===== src/rtl/lector_adc_temp_pkg.sv =====
// Shared types and widths for the LM35 / ADC0831 temperature reader.
package lector_adc_temp_pkg;

  localparam int unsigned ADC_W    = 8;
  localparam int unsigned TEMP_W   = 5;
  localparam int unsigned N_PULSES = 9;

  typedef enum logic [2:0] {
    StIdle  = 3'd0,
    StSetup = 3'd1,
    StSckLo = 3'd2,
    StSckHi = 3'd3,
    StDone  = 3'd4
  } state_e;

endpackage


===== src/rtl/temporizador_muestreo.sv =====
// Conversion interval timer: emits a one-cycle start after SAMPLE_PERIOD idle cycles.
module temporizador_muestreo #(
  parameter int unsigned SAMPLE_PERIOD = 5_000_000
) (
  input  logic clk,
  input  logic reset,
  input  logic clear,
  input  logic run,
  output logic start
);

  localparam int unsigned CntW = (SAMPLE_PERIOD > 1) ? $clog2(SAMPLE_PERIOD) : 1;

  logic [CntW-1:0] cnt_q;
  logic            start_q;

  // Counter only advances while the reader is idle, so the interval restarts after each conversion.
  always_ff @(posedge clk) begin
    if (reset || clear || !run) begin
      cnt_q   <= '0;
      start_q <= 1'b0;
    end else if (cnt_q == CntW'(SAMPLE_PERIOD - 1)) begin
      cnt_q   <= '0;
      start_q <= 1'b1;
    end else begin
      cnt_q   <= cnt_q + 1'b1;
      start_q <= 1'b0;
    end
  end

  assign start = start_q;

endmodule


===== src/rtl/lector_adc_temp.sv =====
// Periodic ADC0831 reader: bit-bangs CS/SCLK, shifts in 8 bits, saturates to 0..31 degC.
module lector_adc_temp
  import lector_adc_temp_pkg::*;
#(
  parameter int unsigned CLK_DIV       = 25,
  parameter int unsigned SAMPLE_PERIOD = 5_000_000,
  parameter int unsigned TEMP_MAX      = 31
) (
  input  logic              clk,
  input  logic              reset,
  input  logic              en,
  input  logic              adc_dout,
  output logic              adc_cs_n,
  output logic              adc_sclk,
  output logic [TEMP_W-1:0] temp,
  output logic              temp_valid,
  output logic              temp_sat,
  output logic              busy
);

  localparam int unsigned DivW = (CLK_DIV > 1) ? $clog2(CLK_DIV) : 1;
  localparam int unsigned BitW = $clog2(N_PULSES);
  localparam logic [BitW-1:0] LastBit = BitW'(N_PULSES - 1);

  state_e             state_q, state_d;
  logic [DivW-1:0]    div_q;
  logic [BitW-1:0]    bit_q;
  logic [ADC_W-1:0]   shift_q;
  logic               half_done, start, raw_sat;
  logic               cs_n_d, sclk_d, busy_d;

  temporizador_muestreo #(
    .SAMPLE_PERIOD(SAMPLE_PERIOD)
  ) u_timer (
    .clk  (clk),
    .reset(reset),
    .clear(~en),
    .run  (state_q == StIdle),
    .start(start)
  );

  assign half_done = (div_q == DivW'(CLK_DIV - 1));
  assign raw_sat   = (shift_q > ADC_W'(TEMP_MAX));

  always_ff @(posedge clk) begin
    if (reset) state_q <= StIdle;
    else       state_q <= state_d;
  end

  always_comb begin
    state_d = state_q;
    case (state_q)
      StIdle:  if (start)     state_d = StSetup;
      StSetup: if (half_done) state_d = StSckLo;
      StSckLo: if (half_done) state_d = StSckHi;
      StSckHi: if (half_done) state_d = (bit_q == LastBit) ? StDone : StSckLo;
      StDone:                 state_d = StIdle;
      default:                state_d = StIdle;
    endcase
  end

  always_comb begin
    cs_n_d = 1'b0;
    sclk_d = 1'b0;
    busy_d = 1'b1;
    case (state_d)
      StIdle: begin
        cs_n_d = 1'b1;
        busy_d = 1'b0;
      end
      StDone:  cs_n_d = 1'b1;
      StSckHi: sclk_d = 1'b1;
      default: ;
    endcase
  end

  // Data is captured on the edge that raises SCLK; pulse 0 is the ADC's null bit.
  always_ff @(posedge clk) begin
    if (reset) begin
      div_q   <= '0;
      bit_q   <= '0;
      shift_q <= '0;
    end else begin
      if (state_q == StIdle || state_q == StDone || half_done) div_q <= '0;
      else                                                      div_q <= div_q + 1'b1;
      if (state_q == StIdle) begin
        bit_q <= '0;
      end else if (state_q == StSckHi && half_done && bit_q != LastBit) begin
        bit_q <= bit_q + 1'b1;
      end
      if (state_q == StSckLo && half_done && bit_q != '0) begin
        shift_q <= {shift_q[ADC_W-2:0], adc_dout};
      end
    end
  end

  always_ff @(posedge clk) begin
    if (reset) begin
      adc_cs_n   <= 1'b1;
      adc_sclk   <= 1'b0;
      busy       <= 1'b0;
      temp       <= '0;
      temp_valid <= 1'b0;
      temp_sat   <= 1'b0;
    end else begin
      adc_cs_n   <= cs_n_d;
      adc_sclk   <= sclk_d;
      busy       <= busy_d;
      temp_valid <= (state_q == StDone);
      if (state_q == StDone) begin
        temp     <= raw_sat ? TEMP_W'(TEMP_MAX) : shift_q[TEMP_W-1:0];
        temp_sat <= raw_sat;
      end
    end
  end

endmodule


===== config.mk =====
export PLATFORM = sky130hd
export DESIGN_NAME = lector_adc_temp
export DESIGN_NICKNAME = d
export VERILOG_FILES = /design/src/rtl/lector_adc_temp_pkg.sv /design/src/rtl/temporizador_muestreo.sv /design/src/rtl/lector_adc_temp.sv
export SDC_FILE = /design/constraint.sdc
export NUM_CORES = 1
export LEC_CHECK = 0
export CORE_ASPECT_RATIO = 0.8
export CORE_MARGIN = 2
export CORE_UTILIZATION = 56
export CTS_CLUSTER_SIZE = 20
export DETAILED_ROUTE_END_ITERATION = 10
export PLACE_DENSITY = 0.84
export SLEW_MARGIN = 5
export SYNTH_ARGS = -nofsm -noshare
export SYNTH_HDL_FRONTEND = slang
export SYNTH_SLANG_ARGS = --single-unit

===== constraint.sdc =====
create_clock -name clk -period 2.35 [get_ports clk]
set_input_delay 0.47 -clock clk [delete_from_list [all_inputs] [get_ports clk]]
set_output_delay 0.47 -clock clk [all_outputs]
set_load 0.05 [all_outputs]

# Word level (Yosys, flattened, before mapping)
# Index checks and enable logic that the tools add are counted.
# word_totals
regBits	54
word_cells	54
output_inout_bits	10
# classes
n_bitwise	1
addsub	3
eq_ne	10
order_cmp	1
reduce_logical	16
n_mux	11
# op_table
operator	count
23-bit by 1-bit adder with 23-bit output (second input constant)	1
23-bit equality test (second input constant)	1
3-bit 2-to-1 mux	5
3-bit one-hot mux with 4 select lines	1
3-bit by 2-bit equality test with 1-bit output (second input constant)	3
8-bit by 5-bit > comparator with 1-bit output (second input constant)	1
2-bit OR reduction	4
3-bit equality test (second input constant)	2
3-bit logical NOT	2
5-bit by 1-bit adder with 5-bit output (second input constant)	1
5-bit equality test (second input constant)	1
5-bit 2-to-1 mux	1
4-bit by 1-bit adder with 4-bit output (second input constant)	1
4-bit equality test (second input constant)	1
1-bit logical AND	4
1-bit logical OR	4
1-bit 2-to-1 mux	4
4-bit != test (second input constant)	1
4-bit nonzero test	1
3-bit by 1-bit equality test with 1-bit output (second input constant)	1
1-bit logical NOT	1
1-bit NOT	1

# Logic depth before layout (Yosys ltp)
# Gate-level depths: netlist of the first run.
# logic_depth
depth_word	7
depth_mapped	6
mapped_depth_nobuf	6

# Cells and area by module
# Synthesis of the first run repeated with hierarchy kept, for this count alone.
# hier_totals
hier_cells	259
hier_area_um2	2376.0
# by_module_without_submodules
mod	seq_area_each_um2	area_each_um2	cells_each	instances
lector_adc_temp	600.6	1268.7	128	1
temporizador_muestreo	480.5	1107.3	131	1

# Worst setup path before layout of the first run
# No wires, ideal clock.
# synth_path
kind	register to register
from	reg u_timer.cnt_q[0]
to	reg u_timer.cnt_q[22]
arrival_time_ns	1.899
path_stages_with_launch	6
setup_slack_ns	0.385
setup_ns	0.066
synth_period_minus_slack_ns	1.965
required_time_ns	2.284
path_cell_list	dfxtp_1 ha_1 nand4_1 or4_4 or4_4 a21oi_2
# synth_via
elab_chain_len	2
elab_cells_between_ends	3
classes_between	add/sub (1); eq/ne (1); reduce/logical (1)
# synth_lines
item	line	source
start: declaration	temporizador_muestreo.sv:14	logic [CntW-1:0] cnt_q;
start signal: assignment	temporizador_muestreo.sv:26	cnt_q <= cnt_q + 1'b1;
parallel branches: the longest is 2 deep, another holds 23-bit by 1-bit adder with 23-bit output	-	
# Several ways; the timed one is not identified.
# A chain may end at the register's enable or synchronous reset.

# Worst setup path after layout of the first run
# Same ends and word-level chain as after synthesis.

==> qor.yml, run 1 <==
status: "finished, final reports clean"
fin_ws_ns: 0.332
wl_per_cell_um: 13.0
netlist_area_sq_um: 2290
whs_endpoint: "div_q[0]$_SDFF_PP0_"
p_per_area_nw_per_um2: 560
detail-route-antenna-nets: 0
yosysTopAreaCellShare: 0.471
cts_hold_buf: 0
crit_path_end_kind: "flip-flop"
slew_violations: 0
core_sq_um: 3850
holdWs_ns: 0.468
post_drt_via_cell_ratio: 5.61
drt_iter0_markers: 171
r2r-end: "u_timer.cnt_q[22]$_SDFF_PP0_"
fillerInstances: 325
antenna_found_initial: 0
worstHoldStart: "div_q[0]$_SDFF_PP0_"
synth_sequential_area_ratio: 0.471
die_h_um: 61.2
grt_usage: 0.203
setup_tns_ns: 0
fin_crit_ns: 2.02
clk_pin_slew_worst_paths_ns: 0.09
peakVddDrop_uv: 369
n_antenna_cell: 0
cts_num_sinks: 54
leakagePower_nw: 0.911
floorplan.initialDensity: 0.595
synth_nets: 260
synth_seq_cells: 54
fin_util: 0.662
syn_to_final_growth_pct: 11.2
dp_hpwl_um: 2960
start_kind: "flip-flop"
synth_edf_count: 0
drc_errors: 0
gp_congestion: 0.781
ys.flop_type: "dfxtp_1"
grt_pass1_wl_um: 7010
tightest_slew_ns: 0.560
hp-class: "flip-flop to flip-flop"
timing.final.crit_share: 0.859
avgSynthCellArea_sq_um: 9.14
drt_wl_total_um: 4140
ys_warn_count: 0
synthTopCellsByArea: "dfxtp_1 (47%), nor2_1 (6.1%), xnor2_1 (4.6%)"
grt_overflow_total: 0
cts_tree: "yes"
via_count: 1789
place_area_sq_um: 2470
cts_resized: 0
skew_ns: 0.00910
drive_gt1_frac: 0.0909
required_ns: 2.60
grt_pass1_vias: 1535
synth_area_leader_cell: "dfxtp_1"
synthCells: 251
hold_viol_final: 0
clock_latency_ns: 0.30
cp.arrival_ns: 2.27
die_area_sq_um: 4630
fp-row-count: 20
cts_max_path_buffers: 2
timing_worst_setup_path_type: "flip-flop to flip-flop"
holdPathStages: 1
place_ws_ns: 0.354
max_clock_freq_mhz: 496
post_cts_buffers: 0
cp_max_fo: 6
rsz0062_at_grt: "false"
ys_async_sr_fraction: 0
r2r_slack_ns: 0.33
grt_max_degree: 24
relSlewSlack: 0.626
cap_violations: 0
cts_inserted_buffers: 5
htreeDepth: 2
die-width_um: 75.6
r2r_cells: 5
setup_viol: 0
drt_pass1_iterations: 4
portBuffers: 13
design_area_sq_um: 2550
r2r_start: "u_timer.cnt_q[0]$_SDFF_PP0_"
synth_cell_types: 37
cts-root-buf: "clkbuf_8"
layout.nets: 273
ioPinCount: 14
## worst max-delay path, stage by stage (launching register included)
cell and delay (ns):
dfxtp_1 0.37, ha_1 0.23, nand4_1 0.15, or4_4 0.58, or4_4 0.50, a21oi_2 0.13
## final cells by class
class                      count  area [sq um]  share of cell area
clock buffer                   7          76.3              0.0299
timing repair buffer          16           153              0.0599
multi-input combinational    173          1120               0.439
tap                           55          68.8              0.0270
inverter                      14          52.6              0.0206
sequential                    54          1080               0.424
## registers in the layout (all words and copies together), names as in the netlist
name	cells
shift_q	8
u_timer.start	1
temp	5
busy	1
temp_valid	1
div_q	5
adc_cs_n	1
bit_q	4
temp_sat	1
state_q	3
adc_sclk	1
u_timer.cnt_q	23
## report_power, final
part / total [mW] / internal (mW) / switching [mW]
sequential: 0.917 / 0.916 / 0.00131
combinational: 0.0250 / 0.00935 / 0.0156
clock: 0.486 / 0.206 / 0.280
## placed cells by master, fill, tap and decap left out, types with 2 or more instances in the layout
master	n
a21oi_1	10
and2_1	2
and3b_1	2
and4b_1	2
buf_4	3
clkbuf_1	2
clkbuf_8	5
clkdlybuf4s50_1	13
dfxtp_1	54
ha_1	5
inv_1	14
mux2i_1	9
nand2_1	14
nand3_1	11
nand4_1	6
nand4_2	2
nor2_1	37
nor2b_1	2
nor3_1	8
nor4_1	4
nor4b_1	2
o21ai_0	5
o221a_2	5
o31ai_1	5
or2_2	2
or3_1	5
or3_2	2
or4_1	6
or4_4	2
xnor2_1	12
xor2_1	5
## cell families after synthesis
logic type / count (synthesis) / share of synthesized area
AND/OR/NAND/NOR: 112 / 0.263
flip-flops: 54 / 0.471
AO/OA/AOI/OAI: 30 / 0.0927
buffers and inverters: 24 / 0.0409
XOR/XNOR: 17 / 0.0649
multiplexers: 9 / 0.0393
adder cells (fa/ha/maj): 5 / 0.0273
## layer usage
metal  global-route usage  share of wire
met5                    0              0
met4               0.0702          0.013
met3               0.0638          0.031
met2                0.291           0.42
met1                0.292           0.54
## stage by stage
step,power (mW),std cells
after floorplan,0.952,251
after global placement,0.963,312
after detailed placement,0.963,312
after CTS,1.43,319
after global routing,1.49,319
final,1.43,319
## worst max-delay path by stage
stage / start / to / cells past startpoint / slack [ns]
after detailed placement: u_timer.cnt_q[0]$_SDFF_PP0_ / u_timer.cnt_q[22]$_SDFF_PP0_ / 5 / 0.35
after global routing: u_timer.cnt_q[0]$_SDFF_PP0_ / u_timer.cnt_q[22]$_SDFF_PP0_ / 5 / 0.25
after CTS: u_timer.cnt_q[0]$_SDFF_PP0_ / u_timer.cnt_q[22]$_SDFF_PP0_ / 5 / 0.32
final: u_timer.cnt_q[0]$_SDFF_PP0_ / u_timer.cnt_q[22]$_SDFF_PP0_ / 5 / 0.33
after global placement: u_timer.cnt_q[0]$_SDFF_PP0_ / u_timer.cnt_q[22]$_SDFF_PP0_ / 5 / 0.40
after floorplan: u_timer.cnt_q[0]$_SDFF_PP0_ / u_timer.cnt_q[22]$_SDFF_PP0_ / 5 / 0.38
## cell usage after synthesis, types with 3 or more instances
cell type   n
xor2_1      5
nor3_1      8
or3_1       5
inv_1      14
nand3_1    11
o31ai_1     5
xnor2_1    12
a21oi_1    10
dfxtp_1    54
clkbuf_1    7
nand4_1     6
ha_1        5
o21ai_0     5
nor4_1      4
o221a_2     5
mux2i_1     9
nor2_1     37
buf_2       3
nand2_1    14
or4_1       6
No activity file was read; power rests on OpenSTA's default activity.
==> run 2, diff against run 1 <==
--- a/config.mk
+++ b/config.mk
@@ -5,6 +5,7 @@
 export SDC_FILE = /design/constraint.sdc
 export NUM_CORES = 1
 export LEC_CHECK = 0
+export ABC_CLOCK_PERIOD_IN_PS = 2350
 export CORE_ASPECT_RATIO = 0.8
 export CORE_MARGIN = 2
 export CORE_UTILIZATION = 56
==> results of run 2 <==
No change in the layout: final DEF, timing and power equal those of run 1.
==> run 3, diff against run 2 <==
--- a/config.mk
+++ b/config.mk
@@ -12,7 +12,8 @@
 export CTS_CLUSTER_SIZE = 20
 export DETAILED_ROUTE_END_ITERATION = 10
 export PLACE_DENSITY = 0.84
-export SLEW_MARGIN = 5
+export REMOVE_ABC_BUFFERS = 1
+export SLEW_MARGIN = 20
 export SYNTH_ARGS = -nofsm -noshare
 export SYNTH_HDL_FRONTEND = slang
 export SYNTH_SLANG_ARGS = --single-unit
==> run 3 against run 2 <==
Compared with the run above:
- final cell count stayed put
- critical path type unchanged
- critical path depth stayed put
- largest cell class unchanged
- sequential share of layout area is 0.25 points lower
- utilization is 0.39 points higher
==> qor.yml, run 3 (synthesized netlist as in run 1, its figures left out) <==
status: "finished, final reports clean"
max_stage_delay_ns: 0.60
cts_num_sinks: 54
hold_viol_final: 0
htreeDepth: 2
die_h_um: 61.2
cts_inserted_buffers: 5
final_cell_mix: "dfxtp_1 (54), nor2_1 (37), inv_1 (14), nand2_1 (14), clkdlybuf4s50_1 (13)"
fin_crit_ns: 2.11
clk_pin_slew_worst_paths_ns: 0.09
die_area_sq_um: 4630
required_ns: 2.59
cts_max_path_buffers: 2
setup_viol: 0
timing_worst_setup_path_type: "flip-flop to flip-flop"
path_cells: "ha_1, nand4_1, or4_4, or4_4, a21oi_2"
whs_endpoint: "u_timer.cnt_q[0]$_SDFF_PP0_"
ioPinCount: 14
design_area_sq_um: 2560
dp_hpwl_um: 2830
detail-route-antenna-nets: 0
cts_resized: 0
core_sq_um: 3850
path_delay_family: "simple AND/OR/NAND/NOR gates"
cts-root-buf: "clkbuf_8"
post_drt_via_cell_ratio: 5.54
portBuffers: 13
cp.arrival_ns: 2.36
r2r_cells: 5
crit_path_end_kind: "flip-flop"
path_common_cell: "or4_4"
relSlewSlack: 0.640
grt_overflow_total: 0
cpMaxStageDelayCell: "or4_4"
worstHoldStart: "u_timer.cnt_q[0]$_SDFF_PP0_"
peakVddDrop_uv: 392
p_int_mw: 1.17
skew_ns: 0.00588
slew_violations: 0
rsz0062_at_grt: "false"
r2r_slack_ns: 0.24
grt_max_degree: 24
timing.final.crit_share: 0.900
via_count: 1768
fillerInstances: 321
holdWs_ns: 0.463
layout_commonest_cell: "dfxtp_1"
n_antenna_cell: 0
r2r-end: "u_timer.cnt_q[22]$_SDFF_PP0_"
p_sw_mw: 0.325
swShare: 0.217
cap_violations: 0
leakagePower_nw: 0.916
place_area_sq_um: 2470
grt_pass1_vias: 1548
grt_usage: 0.192
post_cts_buffers: 0
setup_tns_ns: 0
p_per_area_nw_per_um2: 582
max_clock_freq_mhz: 473
top_register: "u_timer.cnt_q"
cts_hold_buf: 0
hp-class: "flip-flop to flip-flop"
layout.nets: 272
drt_wl_total_um: 3920
gp_congestion: 0.851
fin_cells: 319
placed_cells: 311
tightest_slew_ns: 0.538
comb_power_share: 0.017
start_kind: "flip-flop"
fp-row-count: 20
wl_per_cell_um: 12.3
drive_gt1_frac: 0.0985
antenna_found_initial: 0
cp_max_fo: 6
holdPathStages: 1
r2r_start: "u_timer.cnt_q[0]$_SDFF_PP0_"
report.power.total_mw: 1.49
clkPwrFrac: 0.369
die-width_um: 75.6
largest_registers: "u_timer.cnt_q: 23 flops, shift_q: 8 flops"
drt_pass1_iterations: 4
drt_iter0_markers: 88
drc_errors: 0
pwr-share-seq: 0.614
grt_pass1_wl_um: 6730
syn_to_final_growth_pct: 11.8
largest_register_ffs: 23
cts_tree: "yes"
floorplan.initialDensity: 0.595
cp_num_buf_inv: 0
clock_latency_ns: 0.31
[run 3: through the flow]
stage                     setup WS, ns   util
final                            0.236  0.666
after global routing             0.102  0.666
after CTS                        0.220  0.666
after detailed placement         0.231  0.640
after global placement           0.321  0.640
after floorplan                 0.0344      -
[run 3: per-layer routing]
metal  routed length (um)  share of wire  GRT usage
met1                 1950           0.50      0.252
met2                 1820           0.46      0.309
met3                  114          0.029     0.0638
met4                   33         0.0084     0.0501
met5                    0              0          0
[run 3: worst reg2reg max path: cells and delay by family (launching register included)]
| family | cells | cell delay, ns |
|---|---|---|
| AND/OR/NAND/NOR | 3 | 1.31 |
| adder cells (fa/ha/maj) | 1 | 0.24 |
| AO/OA/AOI/OAI | 1 | 0.15 |
| flip-flops | 1 | 0.37 |
[run 3: worst max-delay path by stage]
stage	from	to	slack (ns)	depth (start not counted)
CTS	u_timer.cnt_q[0]$_SDFF_PP0_	u_timer.cnt_q[22]$_SDFF_PP0_	0.22	5
detailed placement	u_timer.cnt_q[0]$_SDFF_PP0_	u_timer.cnt_q[22]$_SDFF_PP0_	0.23	5
global route	u_timer.cnt_q[0]$_SDFF_PP0_	u_timer.cnt_q[22]$_SDFF_PP0_	0.10	5
finish	u_timer.cnt_q[0]$_SDFF_PP0_	u_timer.cnt_q[22]$_SDFF_PP0_	0.24	5
global placement	u_timer.cnt_q[0]$_SDFF_PP0_	u_timer.cnt_q[22]$_SDFF_PP0_	0.32	5
floorplan	u_timer.cnt_q[0]$_SDFF_PP0_	u_timer.cnt_q[10]$_SDFF_PP0_	0.03	5
[run 3: cell type report]
cell class              instances  area, sq um  area share
well taps                      55         68.8      0.0268
clock inverters                 2         16.3     0.00634
multi-input cells             173         1120       0.436
flip-flops and latches         54         1080       0.421
inverters                      14         52.6      0.0205
clock buffers                   6         82.6      0.0322
repair buffers                 15          145      0.0566
[run 3: power by group through the flow]
stage | Clock, mW | Combinational, mW | Sequential, mW
3_3_place_gp | 0 | 0.0243 | 0.938
4_1_cts | 0.562 | 0.0250 | 0.917
6_report | 0.551 | 0.0246 | 0.917
3_5_place_dp | 0 | 0.0249 | 0.939
5_1_grt | 0.605 | 0.0273 | 0.918
2_1_floorplan | 0 | 0.0101 | 0.938
